## src/rtl/buscaminas_pkg.sv

```systemverilog
// buscaminas_pkg: shared types, board size and cursor wrap helper
package buscaminas_pkg;

    typedef enum logic [1:0] {DIR_ARRIBA, DIR_ABAJO, DIR_IZQ, DIR_DER} dir_t;

    typedef enum logic [1:0] {IDLE, ESPERA, REPETIR} cursor_estado_t;

    localparam int TABLERO_N = 8;

    function automatic logic [2:0] paso(input logic [2:0] v, input logic sube, input int n);
        return sube ? ((v == 3'(n - 1)) ? 3'd0 : v + 3'd1)
                    : ((v == 3'd0) ? 3'(n - 1) : v - 3'd1);
    endfunction

endpackage

```

## src/rtl/cursor_tablero_ctrl_antirrebote.sv

```systemverilog
// antirrebote: two-flop synchronizer followed by a consecutive-stable-cycles debouncer
module antirrebote #(
    parameter int DEBOUNCE_CICLOS = 50000
) (
    input  logic clk,
    input  logic rst_n,
    input  logic entrada,
    output logic salida
);

    localparam int CW = $clog2(DEBOUNCE_CICLOS);
    localparam logic [CW-1:0] FIN = CW'(DEBOUNCE_CICLOS - 1);

    logic s1, s2;
    logic [CW-1:0] cnt;

    // sync the raw button, then flip the level once the new value has held long enough
    always_ff @(posedge clk or negedge rst_n) begin
        if (!rst_n) begin
            s1     <= 1'b0;
            s2     <= 1'b0;
            cnt    <= '0;
            salida <= 1'b0;
        end else begin
            s1 <= entrada;
            s2 <= s1;
            if (s2 == salida)
                cnt <= '0;
            else if (cnt == FIN) begin
                cnt    <= '0;
                salida <= s2;
            end else
                cnt <= cnt + 1'b1;
        end
    end

endmodule

```

## src/rtl/cursor_tablero_ctrl.sv

```systemverilog
// cursor_tablero_ctrl: debounced button cursor with wrap-around, auto-repeat and select pulse
module cursor_tablero_ctrl
    import buscaminas_pkg::*;
#(
    parameter int FILAS           = TABLERO_N,
    parameter int COLUMNAS        = TABLERO_N,
    parameter int DEBOUNCE_CICLOS = 50000,
    parameter int REPEAT_DELAY    = 25000000,
    parameter int REPEAT_RATE     = 5000000
) (
    input  logic       clk,
    input  logic       rst_n,
    input  logic       btn_arriba,
    input  logic       btn_abajo,
    input  logic       btn_izq,
    input  logic       btn_der,
    input  logic       btn_sel,
    input  logic       juego_activo,
    output logic [2:0] fila,
    output logic [2:0] columna,
    output logic       mover_pulso,
    output logic       sel_pulso
);

    localparam int CW = $clog2(REPEAT_DELAY > REPEAT_RATE ? REPEAT_DELAY : REPEAT_RATE);
    localparam logic [CW-1:0] DELAY_FIN = CW'(REPEAT_DELAY - 1);
    localparam logic [CW-1:0] RATE_FIN  = CW'(REPEAT_RATE - 1);

    logic [4:0] crudo, deb;
    assign crudo = {btn_sel, btn_der, btn_izq, btn_abajo, btn_arriba};

    genvar i;
    generate
        for (i = 0; i < 5; i++) begin : g_btn
            antirrebote #(.DEBOUNCE_CICLOS(DEBOUNCE_CICLOS)) u_ar (
                .clk    (clk),
                .rst_n  (rst_n),
                .entrada(crudo[i]),
                .salida (deb[i])
            );
        end
    endgenerate

    cursor_estado_t estado;
    dir_t           dir, elegida, mdir;
    logic [CW-1:0]  cnt;
    logic           sel_prev, alguna, sostenida, vence, mover;
    logic [2:0]     fila_sig, columna_sig;

    // direction priority, repeat timing and the wrapped next cursor position
    always_comb begin
        alguna      = |deb[3:0];
        elegida     = deb[0] ? DIR_ARRIBA : deb[1] ? DIR_ABAJO : deb[2] ? DIR_IZQ : DIR_DER;
        sostenida   = deb[dir];
        vence       = cnt == ((estado == ESPERA) ? DELAY_FIN : RATE_FIN);
        mdir        = (estado == IDLE) ? elegida : dir;
        mover       = juego_activo && ((estado == IDLE) ? alguna : (sostenida && vence));
        fila_sig    = (mdir == DIR_ARRIBA || mdir == DIR_ABAJO) ? paso(fila, mdir == DIR_ABAJO, FILAS) : fila;
        columna_sig = (mdir == DIR_IZQ || mdir == DIR_DER) ? paso(columna, mdir == DIR_DER, COLUMNAS) : columna;
    end

    // direction ownership FSM, cursor registers and select edge detector
    always_ff @(posedge clk or negedge rst_n) begin
        if (!rst_n) begin
            estado      <= IDLE;
            dir         <= DIR_ARRIBA;
            cnt         <= '0;
            fila        <= 3'd0;
            columna     <= 3'd0;
            mover_pulso <= 1'b0;
            sel_pulso   <= 1'b0;
            sel_prev    <= 1'b0;
        end else begin
            mover_pulso <= mover;
            sel_prev    <= deb[4];
            sel_pulso   <= juego_activo && deb[4] && !sel_prev;
            if (mover) begin
                fila    <= fila_sig;
                columna <= columna_sig;
            end
            if (!juego_activo) begin
                estado <= IDLE;
                cnt    <= '0;
            end else begin
                case (estado)
                    IDLE: begin
                        cnt <= '0;
                        if (alguna) begin
                            dir    <= elegida;
                            estado <= ESPERA;
                        end
                    end
                    default: begin
                        if (!sostenida) begin
                            estado <= IDLE;
                            cnt    <= '0;
                        end else if (vence) begin
                            estado <= REPETIR;
                            cnt    <= '0;
                        end else
                            cnt <= cnt + 1'b1;
                    end
                endcase
            end
        end
    end

endmodule

```

## config.mk

```make
export PLATFORM = sky130hd
export DESIGN_NAME = cursor_tablero_ctrl
export DESIGN_NICKNAME = d
export VERILOG_FILES = /design/src/rtl/buscaminas_pkg.sv /design/src/rtl/cursor_tablero_ctrl_antirrebote.sv /design/src/rtl/cursor_tablero_ctrl.sv
export SDC_FILE = /design/constraint.sdc
export NUM_CORES = 1
export LEC_CHECK = 0
export CAP_MARGIN = 20
export CELL_PAD_IN_SITES_DETAIL_PLACEMENT = 0
export CELL_PAD_IN_SITES_GLOBAL_PLACEMENT = 2
export CORE_MARGIN = 1
export CORE_UTILIZATION = 44
export CTS_BUF_LIST = sky130_fd_sc_hd__clkbuf_8 sky130_fd_sc_hd__clkbuf_16
export CTS_CLUSTER_DIAMETER = 60
export CTS_CLUSTER_SIZE = 28
export DETAILED_ROUTE_END_ITERATION = 10
export PLACE_DENSITY = 0.87
export SLEW_MARGIN = 10
export SYNTH_ARGS = -nofsm -noshare
export SYNTH_HDL_FRONTEND = slang
export SYNTH_HIERARCHICAL = 1
export SYNTH_SLANG_ARGS = --single-unit
export TNS_END_PERCENT = 30
```

## constraint.sdc

```tcl
create_clock -name clk -period 4.7 [get_ports clk]
set_input_delay 1.41 -clock clk [delete_from_list [all_inputs] [get_ports clk]]
set_output_delay 1.41 -clock clk [all_outputs]
set_load 0.005 [all_outputs]
```

==> metrics.txt, run 1 <==
# TYPE chip_impl_metric gauge
chip_impl_info{name="status",value="finished, final reports clean"} 1
chip_impl_metric{name="route.detailed.vias_per_inst",unit=""} 5.39
chip_impl_metric{name="route.detailed.drc",unit=""} 0
chip_impl_metric{name="postSynthCellCount",unit=""} 659
chip_impl_metric{name="grt_antenna_before_repair",unit=""} 0
chip_impl_metric{name="global_route_wire_length_before_repair",unit="um"} 22400
chip_impl_metric{name="final_slew_viol_count",unit=""} 0
chip_impl_metric{name="die_width",unit="um"} 126
chip_impl_metric{name="largest_fanout_on_the_critical_path",unit=""} 6
chip_impl_metric{name="final_design_area_no_fill",unit="um^2"} 7540
chip_impl_metric{name="ctsResizeCount",unit=""} 0
chip_impl_metric{name="core",unit="um^2"} 14800
chip_impl_info{name="critical_path.cell_chain",value="clkdlybuf4s50_1"} 1
chip_impl_metric{name="share_of_async_settable_or_async_resettable_flops_after_synthesis",unit=""} 1.00
chip_impl_metric{name="synth_warnings",unit=""} 6
chip_impl_info{name="min_path_type",value="register to register"} 1
chip_impl_info{name="grt_setup_unrepaired",value="no"} 1
chip_impl_info{name="worst_setup_sp_type",value="register"} 1
chip_impl_info{name="critical-path-slowest-cell",value="clkdlybuf4s50_1"} 1
chip_impl_metric{name="worst_hold_slack",unit="ps"} 347
chip_impl_metric{name="first_pass_iters",unit=""} 4
chip_impl_metric{name="critical_path_required",unit="ps"} 3290
chip_impl_metric{name="floorplan.die_area",unit="um^2"} 15800
chip_impl_info{name="synth_most_common_cell",value="dfrtp_1"} 1
chip_impl_metric{name="reported_max_cap_violation_count",unit=""} 0
chip_impl_metric{name="htreeDepth",unit=""} 4
chip_impl_metric{name="synth-seq-area-share",unit=""} 0.493
chip_impl_metric{name="yosys_register_bits",unit=""} 133
chip_impl_info{name="cts.root.buffer_cell",value="clkbuf_16"} 1
chip_impl_metric{name="cts_hold_buf",unit=""} 0
chip_impl_info{name="worstReg2RegStart",value="estado[1]"} 1
chip_impl_metric{name="critical_path.max_stage_delay",unit="ps"} 540
chip_impl_metric{name="clkSinkCount",unit=""} 133
chip_impl_metric{name="clock_insertion_delay_worst_skew",unit="ps"} 420
chip_impl_metric{name="first_global_vias",unit=""} 4627
chip_impl_metric{name="place.detailed.hpwl",unit="um"} 8550
chip_impl_info{name="worst-setup-path-type",value="register to output port"} 1
chip_impl_info{name="critical_path.startpoint",value="columna[2]"} 1
chip_impl_metric{name="power_density",unit="nW/um^2"} 314
chip_impl_info{name="cell_types_with_the_largest_area_share_after_synthesis",value="dfrtp_1 (49%), xnor2_1 (7.8%), nor2_1 (6.8%), xor2_1 (4.9%), nand4_1 (3.2%)"} 1
chip_impl_metric{name="max-vdd-ir-drop",unit="mV"} 0.263
chip_impl_metric{name="dieHeight",unit="um"} 126
chip_impl_metric{name="synth_area",unit="um^2"} 6750
chip_impl_metric{name="post_synth_num_cell_types",unit=""} 58
chip_impl_info{name="synth_top_cells_by_count",value="dfrtp_1 (133), nor2_1 (122), xnor2_1 (60)"} 1
chip_impl_metric{name="ant_nets",unit=""} 0
chip_impl_metric{name="finalSetupViolCount",unit=""} 0
chip_impl_metric{name="pin_count_of_the_biggest_net_entering_global_routing",unit=""} 87
chip_impl_info{name="critical-path-top-delay-family",value="buffers and inverters"} 1
chip_impl_metric{name="synth_largest_type_area_fraction",unit=""} 0.493
chip_impl_metric{name="grtUsageTotal",unit=""} 0.177
chip_impl_metric{name="setup_total_negative_slack",unit="ps"} 0
chip_impl_metric{name="post_route_cells_drive_above_1_share",unit=""} 0.0868
chip_impl_metric{name="max_freq",unit="MHz"} 355
chip_impl_metric{name="fin_crit",unit="ps"} 2810
chip_impl_metric{name="number_of_buffers_added_on_ports",unit=""} 15
chip_impl_metric{name="layout.core_utilization",unit=""} 0.511
chip_impl_metric{name="grt.overflow.total",unit=""} 0
chip_impl_metric{name="area_growth_syn_to_layout",unit="%"} 11.8
chip_impl_metric{name="wl",unit="um"} 12600
chip_impl_metric{name="totalPowerFinal",unit="mW"} 2.36
chip_impl_metric{name="placed_cell_area",unit="um^2"} 7040
chip_impl_metric{name="finClkSkew",unit="ps"} 23.1
chip_impl_metric{name="clk_pin_slew",unit="ps"} 50
chip_impl_info{name="type_of_element_capturing_the_critical_path",value="output port"} 1
chip_impl_metric{name="syn-mean-instance-area",unit="um^2"} 10.2
chip_impl_info{name="hold_path.startpoint",value="g_btn[0].u_ar/s1"} 1
chip_impl_metric{name="antenna_cells_inserted",unit=""} 0
chip_impl_metric{name="worst-endpoint-arrival",unit="ps"} 1400
chip_impl_metric{name="post_cts_buffers",unit=""} 0
chip_impl_metric{name="clockBufferDepth",unit=""} 2
chip_impl_metric{name="detail_route.iter0.violations",unit=""} 324
chip_impl_metric{name="finalNetCount",unit=""} 702
chip_impl_metric{name="hold_viol_final",unit=""} 0
chip_impl_metric{name="tightestPinTransition",unit="ps"} 900
chip_impl_metric{name="timing.slew.headroom",unit=""} 0.400
chip_impl_metric{name="mappedNetlistNets",unit=""} 681
chip_impl_metric{name="overall_via_count_from_detail_route",unit=""} 4713
chip_impl_info{name="tritoncts",value="built"} 1
chip_impl_metric{name="pin_count",unit=""} 16
chip_impl_metric{name="synth_enable_flop_cells",unit=""} 0
chip_impl_metric{name="layout.filler_cells",unit=""} 1321
chip_impl_metric{name="number_of_buffers_created_by_cts",unit=""} 17
chip_impl_info{name="synthFlopType",value="dfrtp_1"} 1
chip_impl_metric{name="routabilityCongestion",unit=""} 0.761
chip_impl_metric{name="start_util",unit=""} 0.457
chip_impl_metric{name="path_buf_inv",unit=""} 1
chip_impl_metric{name="period_share",unit=""} 0.599
chip_impl_metric{name="placementRows",unit=""} 44
chip_impl_metric{name="p_leak",unit="nW"} 3.00
chip_impl_info{name="synth_top_area_cell",value="dfrtp_1"} 1
chip_impl_metric{name="average_detailed_routed_wire_length_per_instance",unit="um"} 14.4
## per-stage QoR
stage	setup WS [ps]	std cells
final	1890	875
after global routing	1780	875
after CTS	1860	875
after detailed placement	1460	845
after global placement	1530	845
after floorplan	2350	659
## area by class of cell
cell class                      instances  area [um^2]  share of cell area
Tap cell                              184          230              0.0305
Sequential cell                       133         3330               0.441
Inverter                               21         78.8              0.0105
Clock inverter                         11         50.0             0.00664
Multi-Input combinational cell        490         3230               0.429
Timing Repair Buffer                   17          166              0.0221
Clock buffer                           19          453              0.0601
## layer usage
layer  global-route usage  routed length [um]  share of wire
met1                0.234                6310           0.50
met2                0.275                5850           0.47
met3               0.0510                 341          0.027
met4               0.0680                  62         0.0049
met5                    0                   0              0
## power breakdown
| part | total (mW) | switching (mW) | internal (mW) |
|---|---|---|---|
| Clock | 1.13 | 0.450 | 0.678 |
| Sequential | 1.18 | 0.0148 | 1.16 |
| Combinational | 0.0606 | 0.0416 | 0.0190 |
## worst paths after layout
kind,slack (ps),depth (start not counted),end
hold reg to reg,350,0,g_btn[0].u_ar/s2
hold / removal,350,0,g_btn[0].u_ar/s2
max in group asynchronous,2780,2,g_btn[4].u_ar/s1
setup / recovery,1890,1,columna[2]
setup reg to reg,2080,5,estado[0]
min in group asynchronous,1030,1,g_btn[3].u_ar/cnt[15]
## sequential cells by signal, summed over array words and instances, names as in the netlist
name	cells
cnt	25
dir	2
mover_pulso	1
g_btn.u_ar/cnt	80
g_btn.u_ar/s2	5
g_btn.u_ar/s1	5
g_btn.u_ar/salida	5
estado	2
sel_pulso	1
fila	3
sel_prev	1
columna	3
## cell families after synthesis
group           synth area share
compound gates            0.0360
xor+xnor                   0.127
fa+ha+maj                 0.0260
buf+inv                   0.0274
flops                      0.493
mux                       0.0206
simple gates               0.270
## placed cells by master, fill, tap and decap left out, types with 6 or more instances in the layout
cell type          n
xor2_1            38
inv_1             27
nor2_1           122
clkdlybuf4s50_1   14
or4_4              6
nor4_1            17
a21oi_1            6
nand3_1           36
nand4_1           34
clkbuf_16         17
and4_1            11
dfrtp_1          133
ha_1              14
nand4bb_1          6
xnor2_1           60
nand2_1           37
nor3_1            21
No activity file was read; power rests on OpenSTA's default activity.
==> run 2, diff against run 1 <==
CORE_UTILIZATION = 37   (was 44)
PLACE_DENSITY = 0.78   (was 0.87)
clock period = 2.54 ns   (was 4.7 ns; I/O delays follow)
==> run 2 against run 1 <==
Compared with the run above:
- power rose by 99%
- critical path depth rose by 4
- register-to-register slack got worse by 1800 ps
- core utilization fell by 7.7 points
- first-iteration DRC count fell by 30%
- die area rose by 19%
- sequential power rose by 85%
- largest power group is now the clock network
- design area rose by 3.1%
==> metrics.txt, run 2 (synthesized netlist as in run 1, its figures left out) <==
# TYPE chip_impl_metric gauge
chip_impl_metric{name="detail_route.iter0.violations",unit=""} 228
chip_impl_metric{name="ctsResizeCount",unit=""} 0
chip_impl_metric{name="grt_antenna_before_repair",unit=""} 1
chip_impl_metric{name="finClkSkew",unit="ps"} 10.4
chip_impl_metric{name="switchingPower",unit="mW"} 1.03
chip_impl_metric{name="flip_flop_count_of_the_largest_register_after_layout",unit=""} 80
chip_impl_info{name="tritoncts",value="built"} 1
chip_impl_metric{name="pin_count",unit=""} 16
chip_impl_info{name="regMostFlops",value="g_btn.u_ar/cnt"} 1
chip_impl_metric{name="period_share",unit=""} 0.885
chip_impl_metric{name="intPower",unit="mW"} 3.68
chip_impl_metric{name="place.detailed.hpwl",unit="um"} 9120
chip_impl_metric{name="layout.filler_cells",unit=""} 1696
chip_impl_metric{name="timing.slew.headroom",unit=""} 0.648
chip_impl_metric{name="finalSetupViolCount",unit=""} 0
chip_impl_metric{name="worst-endpoint-arrival",unit="ps"} 2580
chip_impl_metric{name="clock_insertion_delay_worst_skew",unit="ps"} 410
chip_impl_metric{name="setup_total_negative_slack",unit="ps"} 0
chip_impl_metric{name="max-vdd-ir-drop",unit="mV"} 0.492
chip_impl_metric{name="global_route_wire_length_before_repair",unit="um"} 23200
chip_impl_metric{name="first_pass_iters",unit=""} 4
chip_impl_metric{name="average_detailed_routed_wire_length_per_instance",unit="um"} 14.1
chip_impl_metric{name="layout.core_utilization",unit=""} 0.434
chip_impl_metric{name="routabilityCongestion",unit=""} 0.801
chip_impl_metric{name="number_of_buffers_added_on_ports",unit=""} 15
chip_impl_info{name="worst-setup-path-type",value="register to register"} 1
chip_impl_info{name="timing.rr.end",value="fila[0]"} 1
chip_impl_metric{name="first_global_vias",unit=""} 4789
chip_impl_metric{name="clockBufferDepth",unit=""} 2
chip_impl_metric{name="final_slew_viol_count",unit=""} 0
chip_impl_metric{name="timing.reg2reg.worst_path_depth",unit=""} 5
chip_impl_metric{name="clkSinkCount",unit=""} 133
chip_impl_metric{name="critical_path_required",unit="ps"} 2870
chip_impl_metric{name="grt.overflow.total",unit=""} 0
chip_impl_metric{name="overall_via_count_from_detail_route",unit=""} 4802
chip_impl_metric{name="route.detailed.drc",unit=""} 0
chip_impl_metric{name="dieHeight",unit="um"} 137
chip_impl_metric{name="htreeDepth",unit=""} 4
chip_impl_metric{name="start_util",unit=""} 0.377
chip_impl_info{name="grt_setup_unrepaired",value="no"} 1
chip_impl_metric{name="switching_share",unit=""} 0.219
chip_impl_metric{name="area_growth_syn_to_layout",unit="%"} 15.2
chip_impl_metric{name="placementRows",unit=""} 49
chip_impl_metric{name="post_route_cells_drive_above_1_share",unit=""} 0.104
chip_impl_metric{name="largest_fanout_on_the_critical_path",unit=""} 8
chip_impl_metric{name="p_leak",unit="nW"} 3.07
chip_impl_metric{name="r2r_slack",unit="ps"} 290
chip_impl_metric{name="cts_hold_buf",unit=""} 0
chip_impl_metric{name="core",unit="um^2"} 17900
chip_impl_metric{name="route.detailed.vias_per_inst",unit=""} 5.16
chip_impl_metric{name="max_freq",unit="MHz"} 445
chip_impl_info{name="worst_setup_sp_type",value="register"} 1
chip_impl_metric{name="reported_max_cap_violation_count",unit=""} 0
chip_impl_info{name="status",value="finished, final reports clean"} 1
chip_impl_metric{name="die_width",unit="um"} 137
chip_impl_metric{name="tightestPinTransition",unit="ps"} 514
chip_impl_metric{name="finalNetCount",unit=""} 709
chip_impl_info{name="top_regs",value="g_btn.u_ar/cnt (80), cnt (25)"} 1
chip_impl_metric{name="wl",unit="um"} 13100
chip_impl_metric{name="hold_viol_final",unit=""} 0
chip_impl_metric{name="seq_power_share",unit=""} 0.462
chip_impl_metric{name="grtUsageTotal",unit=""} 0.159
chip_impl_metric{name="clock_power_share",unit=""} 0.513
chip_impl_metric{name="comb_power_share",unit=""} 0.025
chip_impl_metric{name="post_cts_buffers",unit=""} 0
chip_impl_info{name="mostFrequentLayoutCell",value="dfrtp_1"} 1
chip_impl_info{name="most-common-layout-cells",value="dfrtp_1 (133), nor2_1 (122), xnor2_1 (60)"} 1
chip_impl_info{name="cts.root.buffer_cell",value="clkbuf_16"} 1
chip_impl_info{name="worstReg2RegStart",value="estado[1]"} 1
chip_impl_info{name="type_of_element_capturing_the_critical_path",value="register"} 1
chip_impl_metric{name="worst_hold_slack",unit="ps"} 221
chip_impl_metric{name="floorplan.die_area",unit="um^2"} 18800
chip_impl_metric{name="fin_crit",unit="ps"} 2250
chip_impl_metric{name="pin_count_of_the_biggest_net_entering_global_routing",unit=""} 53
chip_impl_metric{name="power_density",unit="nW/um^2"} 606
chip_impl_metric{name="ant_nets",unit=""} 0
chip_impl_metric{name="number_of_buffers_created_by_cts",unit=""} 17
chip_impl_metric{name="clk_pin_slew",unit="ps"} 60
chip_impl_info{name="min_path_type",value="input port to asynchronous set/reset pin"} 1
-- run 2: changes by cell type in the layout (fill, tap and decap cells not counted) --
cell        change
buf_12          +3
buf_4           +4
bufinv_16       +2
clkinv_2        -2
clkinv_4        +2
clkinvlp_4      +3
diode_2         +1
inv_1           -4
inv_6           +1
-- run 2: area by class of cell --
type	instances	area, um^2	share of cell area
diodes	1	2.50	0.000322
well taps	229	287	0.0369
clock inverters	13	134	0.0172
multi-input cells	490	3230	0.416
flip-flops and latches	133	3330	0.428
clock buffers	19	453	0.0583
inverters	21	78.8	0.0101
repair buffers	24	256	0.0330
-- run 2: power by group through the flow --
stage,Clock (mW),Combinational [mW],Sequential [mW]
after detailed placement,0,0.126,2.21
after CTS,2.49,0.127,2.17
after global routing,2.59,0.141,2.18
final,2.42,0.120,2.18
after global placement,0,0.124,2.21
after floorplan,0,0.0562,2.21
-- run 2: worst max path at each step --
stage | endpoint | cells after the start | startpoint
2_1_floorplan | fila[0] | 5 | cnt[8]
3_3_place_gp | fila[1] | 5 | juego_activo
3_5_place_dp | fila[1] | 5 | juego_activo
4_1_cts | cnt[17] | 7 | estado[1]
5_1_grt | cnt[9] | 7 | estado[1]
6_report | fila[0] | 5 | estado[1]
-- run 2: per-layer routing --
metal  GRT usage  share of wire
met1       0.216           0.49
met2       0.245           0.47
met3      0.0459          0.034
met4      0.0476         0.0078
met5           0              0
-- run 2: through the flow --
stage	cell area (um^2)	worst slack, ps	power (mW)	std cells
after floorplan	6750	477	2.26	659
after global placement	7180	221	2.34	897
after detailed placement	7180	164	2.34	897
after CTS	7770	255	4.80	929
after global routing	7770	126	4.91	929
final	7770	293	4.71	930
-- run 2: worst max-delay path, stage by stage (launching register included) --
cell,delay [ps]
dfrtp_1,460
nand2b_4,190
or4_4,540
a2111o_1,530
a21oi_2,230
mux2i_1,220
==> run 3, diff against run 2 <==
GPL_TIMING_DRIVEN = 0   (was unset)
==> run 3 against run 2 <==
Compared with the run above:
- maximum frequency shrank 3.3%
- sequential power is essentially flat
- worst hold slack gained 77 ps
- worst setup slack lost 76 ps
- first-iteration DRC count shrank 27%
- cell count grew 0.32%
- core utilization grew 0.14 points
- design area grew 0.32%
- die area is the same
- combinational power grew 6%
- non-clock buffer count grew 7
- sequential share of layout area shrank 0.14 points
- critical endpoint is now fila[1]
- largest cell class unchanged
- largest power group unchanged
==> metrics.txt, run 3 (synthesized netlist as in run 1, its figures left out) <==
# TYPE chip_impl_metric gauge
chip_impl_metric{name="setup_total_negative_slack",unit="ps"} 0
chip_impl_metric{name="worst-endpoint-arrival",unit="ps"} 2660
chip_impl_metric{name="number_of_buffers_added_on_ports",unit=""} 15
chip_impl_metric{name="layout.filler_cells",unit=""} 1718
chip_impl_info{name="cts.root.buffer_cell",value="clkbuf_16"} 1
chip_impl_metric{name="global_route_wire_length_before_repair",unit="um"} 23300
chip_impl_metric{name="die_width",unit="um"} 137
chip_impl_info{name="type_of_element_capturing_the_critical_path",value="register"} 1
chip_impl_metric{name="final_slew_viol_count",unit=""} 0
chip_impl_metric{name="dieHeight",unit="um"} 137
chip_impl_metric{name="ant_nets",unit=""} 0
chip_impl_info{name="worstReg2RegStart",value="cnt[0]"} 1
chip_impl_info{name="most-common-layout-cells",value="dfrtp_1 (133), nor2_1 (122), xnor2_1 (60)"} 1
chip_impl_metric{name="pin_count",unit=""} 16
chip_impl_metric{name="final_design_area_no_fill",unit="um^2"} 7800
chip_impl_metric{name="overall_via_count_from_detail_route",unit=""} 4815
chip_impl_metric{name="hold_viol_final",unit=""} 0
chip_impl_metric{name="reported_max_cap_violation_count",unit=""} 0
chip_impl_info{name="critical-path-slowest-cell",value="or4_1"} 1
chip_impl_metric{name="place.detailed.hpwl",unit="um"} 9130
chip_impl_metric{name="number_of_buffers_created_by_cts",unit=""} 17
chip_impl_info{name="tritoncts",value="built"} 1
chip_impl_info{name="top_regs",value="g_btn.u_ar/cnt (80), cnt (25)"} 1
chip_impl_metric{name="dpl.cell_count",unit=""} 904
chip_impl_metric{name="finalNetCount",unit=""} 716
chip_impl_metric{name="power_density",unit="nW/um^2"} 612
chip_impl_metric{name="max-vdd-ir-drop",unit="mV"} 0.443
chip_impl_metric{name="grt.overflow.total",unit=""} 0
chip_impl_metric{name="clk_pin_slew",unit="ps"} 60
chip_impl_metric{name="routabilityCongestion",unit=""} 0.767
chip_impl_metric{name="critical_path.max_stage_delay",unit="ps"} 560
chip_impl_metric{name="route.detailed.drc",unit=""} 0
chip_impl_metric{name="finalSetupViolCount",unit=""} 0
chip_impl_metric{name="detail_route.iter0.violations",unit=""} 167
chip_impl_info{name="min_path_type",value="input port to asynchronous set/reset pin"} 1
chip_impl_metric{name="post_route_cells_drive_above_1_share",unit=""} 0.107
chip_impl_metric{name="first_global_vias",unit=""} 4792
chip_impl_metric{name="clockBufferDepth",unit=""} 2
chip_impl_info{name="regMostFlops",value="g_btn.u_ar/cnt"} 1
chip_impl_metric{name="wl",unit="um"} 13300
chip_impl_metric{name="area_growth_syn_to_layout",unit="%"} 15.6
chip_impl_metric{name="placed_cell_area",unit="um^2"} 7210
chip_impl_metric{name="route.detailed.vias_per_inst",unit=""} 5.16
chip_impl_info{name="worst_setup_sp_type",value="register"} 1
chip_impl_metric{name="period_share",unit=""} 0.914
chip_impl_metric{name="placementRows",unit=""} 49
chip_impl_metric{name="finClkSkew",unit="ps"} 10.4
chip_impl_info{name="mostFrequentLayoutCell",value="dfrtp_1"} 1
chip_impl_info{name="worst-setup-path-type",value="register to register"} 1
chip_impl_metric{name="timing.slew.headroom",unit=""} 0.672
chip_impl_metric{name="clock_insertion_delay_worst_skew",unit="ps"} 410
chip_impl_metric{name="largest_fanout_on_the_critical_path",unit=""} 6
chip_impl_metric{name="final_cells",unit=""} 933
chip_impl_info{name="critical_path.cell_chain",value="ha_1 > nand2_1 > or4_1 > a2111o_1 > a21oi_2 > mux2i_1"} 1
chip_impl_metric{name="start_util",unit=""} 0.377
chip_impl_metric{name="p_leak",unit="nW"} 3.08
chip_impl_metric{name="clkSinkCount",unit=""} 133
chip_impl_metric{name="antenna_cells_inserted",unit=""} 0
chip_impl_metric{name="fin_crit",unit="ps"} 2320
chip_impl_info{name="critical_path.startpoint",value="cnt[0]"} 1
chip_impl_metric{name="htreeDepth",unit=""} 4
chip_impl_metric{name="cts_hold_buf",unit=""} 0
chip_impl_metric{name="tightestPinTransition",unit="ps"} 491
chip_impl_metric{name="first_pass_iters",unit=""} 4
chip_impl_metric{name="average_detailed_routed_wire_length_per_instance",unit="um"} 14.3
chip_impl_metric{name="floorplan.die_area",unit="um^2"} 18800
chip_impl_info{name="status",value="finished, final reports clean"} 1
chip_impl_metric{name="totalPowerFinal",unit="mW"} 4.77
chip_impl_metric{name="grtUsageTotal",unit=""} 0.160
chip_impl_metric{name="max_freq",unit="MHz"} 431
chip_impl_info{name="grt_setup_unrepaired",value="no"} 1
chip_impl_metric{name="critical_path_required",unit="ps"} 2880
chip_impl_metric{name="flip_flop_count_of_the_largest_register_after_layout",unit=""} 80
chip_impl_metric{name="pin_count_of_the_biggest_net_entering_global_routing",unit=""} 86
chip_impl_metric{name="core",unit="um^2"} 17900
chip_impl_metric{name="grt_antenna_before_repair",unit=""} 0
[run 3: what timing repair did]
action                     in CTS  in global routing
setup endpoints to repair       0                 20
resized for setup               0                  1
buffers inserted                0                  0
[run 3: stage by stage]
step                utilization  setup slack [ps]  hold slack [ps]
floorplan                     -               477              331
CTS                       0.436              81.9              303
detailed placement        0.403              -136              337
finish                    0.436               217              297
global placement          0.401             -4710              332
global route              0.436              20.4              315
[run 3: layout make-up]
cell class	count	area, um^2	area share
tap	229	287	0.0367
timing repair buffer	16	179	0.0229
clock buffer	19	453	0.0581
sequential	133	3330	0.427
inverter	21	78.8	0.0101
multi-input combinational	490	3240	0.415
clock inverter	10	131	0.0168
buffer	15	106	0.0136
[run 3: worst paths after layout]
| check | endpoint | slack, ps | cells after the start |
|---|---|---|---|
| setup / recovery | fila[1] | 220 | 6 |
| hold / removal | fila[0] | 300 | 1 |
| hold reg to reg | g_btn[1].u_ar/s2 | 350 | 0 |
| setup reg to reg | fila[1] | 220 | 6 |
| max in group asynchronous | g_btn[3].u_ar/cnt[15] | 1470 | 2 |
| min in group clk | g_btn[1].u_ar/s2 | 350 | 0 |
[run 3: power breakdown]
part	total, mW	internal, mW	switching (mW)
clock network	2.47	1.57	0.895
registers	2.18	2.15	0.0284
logic	0.127	0.0450	0.0816
total	4.77	3.76	1.01
[run 3: worst max-delay path: cells and delay by family (launching register included)]
family                     cells  cell delay [ps]
adders and majority gates      1              300
DFF                            1              360
muxes                          1              200
AOI/OAI and AO/OA              2              740
and+or+nand+nor                2              640
[run 3: metal layers]
| layer | global-route usage | part of all wire | wire length, um | vias up |
|---|---|---|---|---|
| met5 | 0 | 0 | 0 | - |
| met4 | 0.0482 | 0.0094 | 125 | 0 |
| met3 | 0.0478 | 0.029 | 392 | 10 |
| met2 | 0.247 | 0.46 | 6140 | 64 |
| met1 | 0.214 | 0.50 | 6670 | 2356 |
| li1 | - | - | - | 2385 |
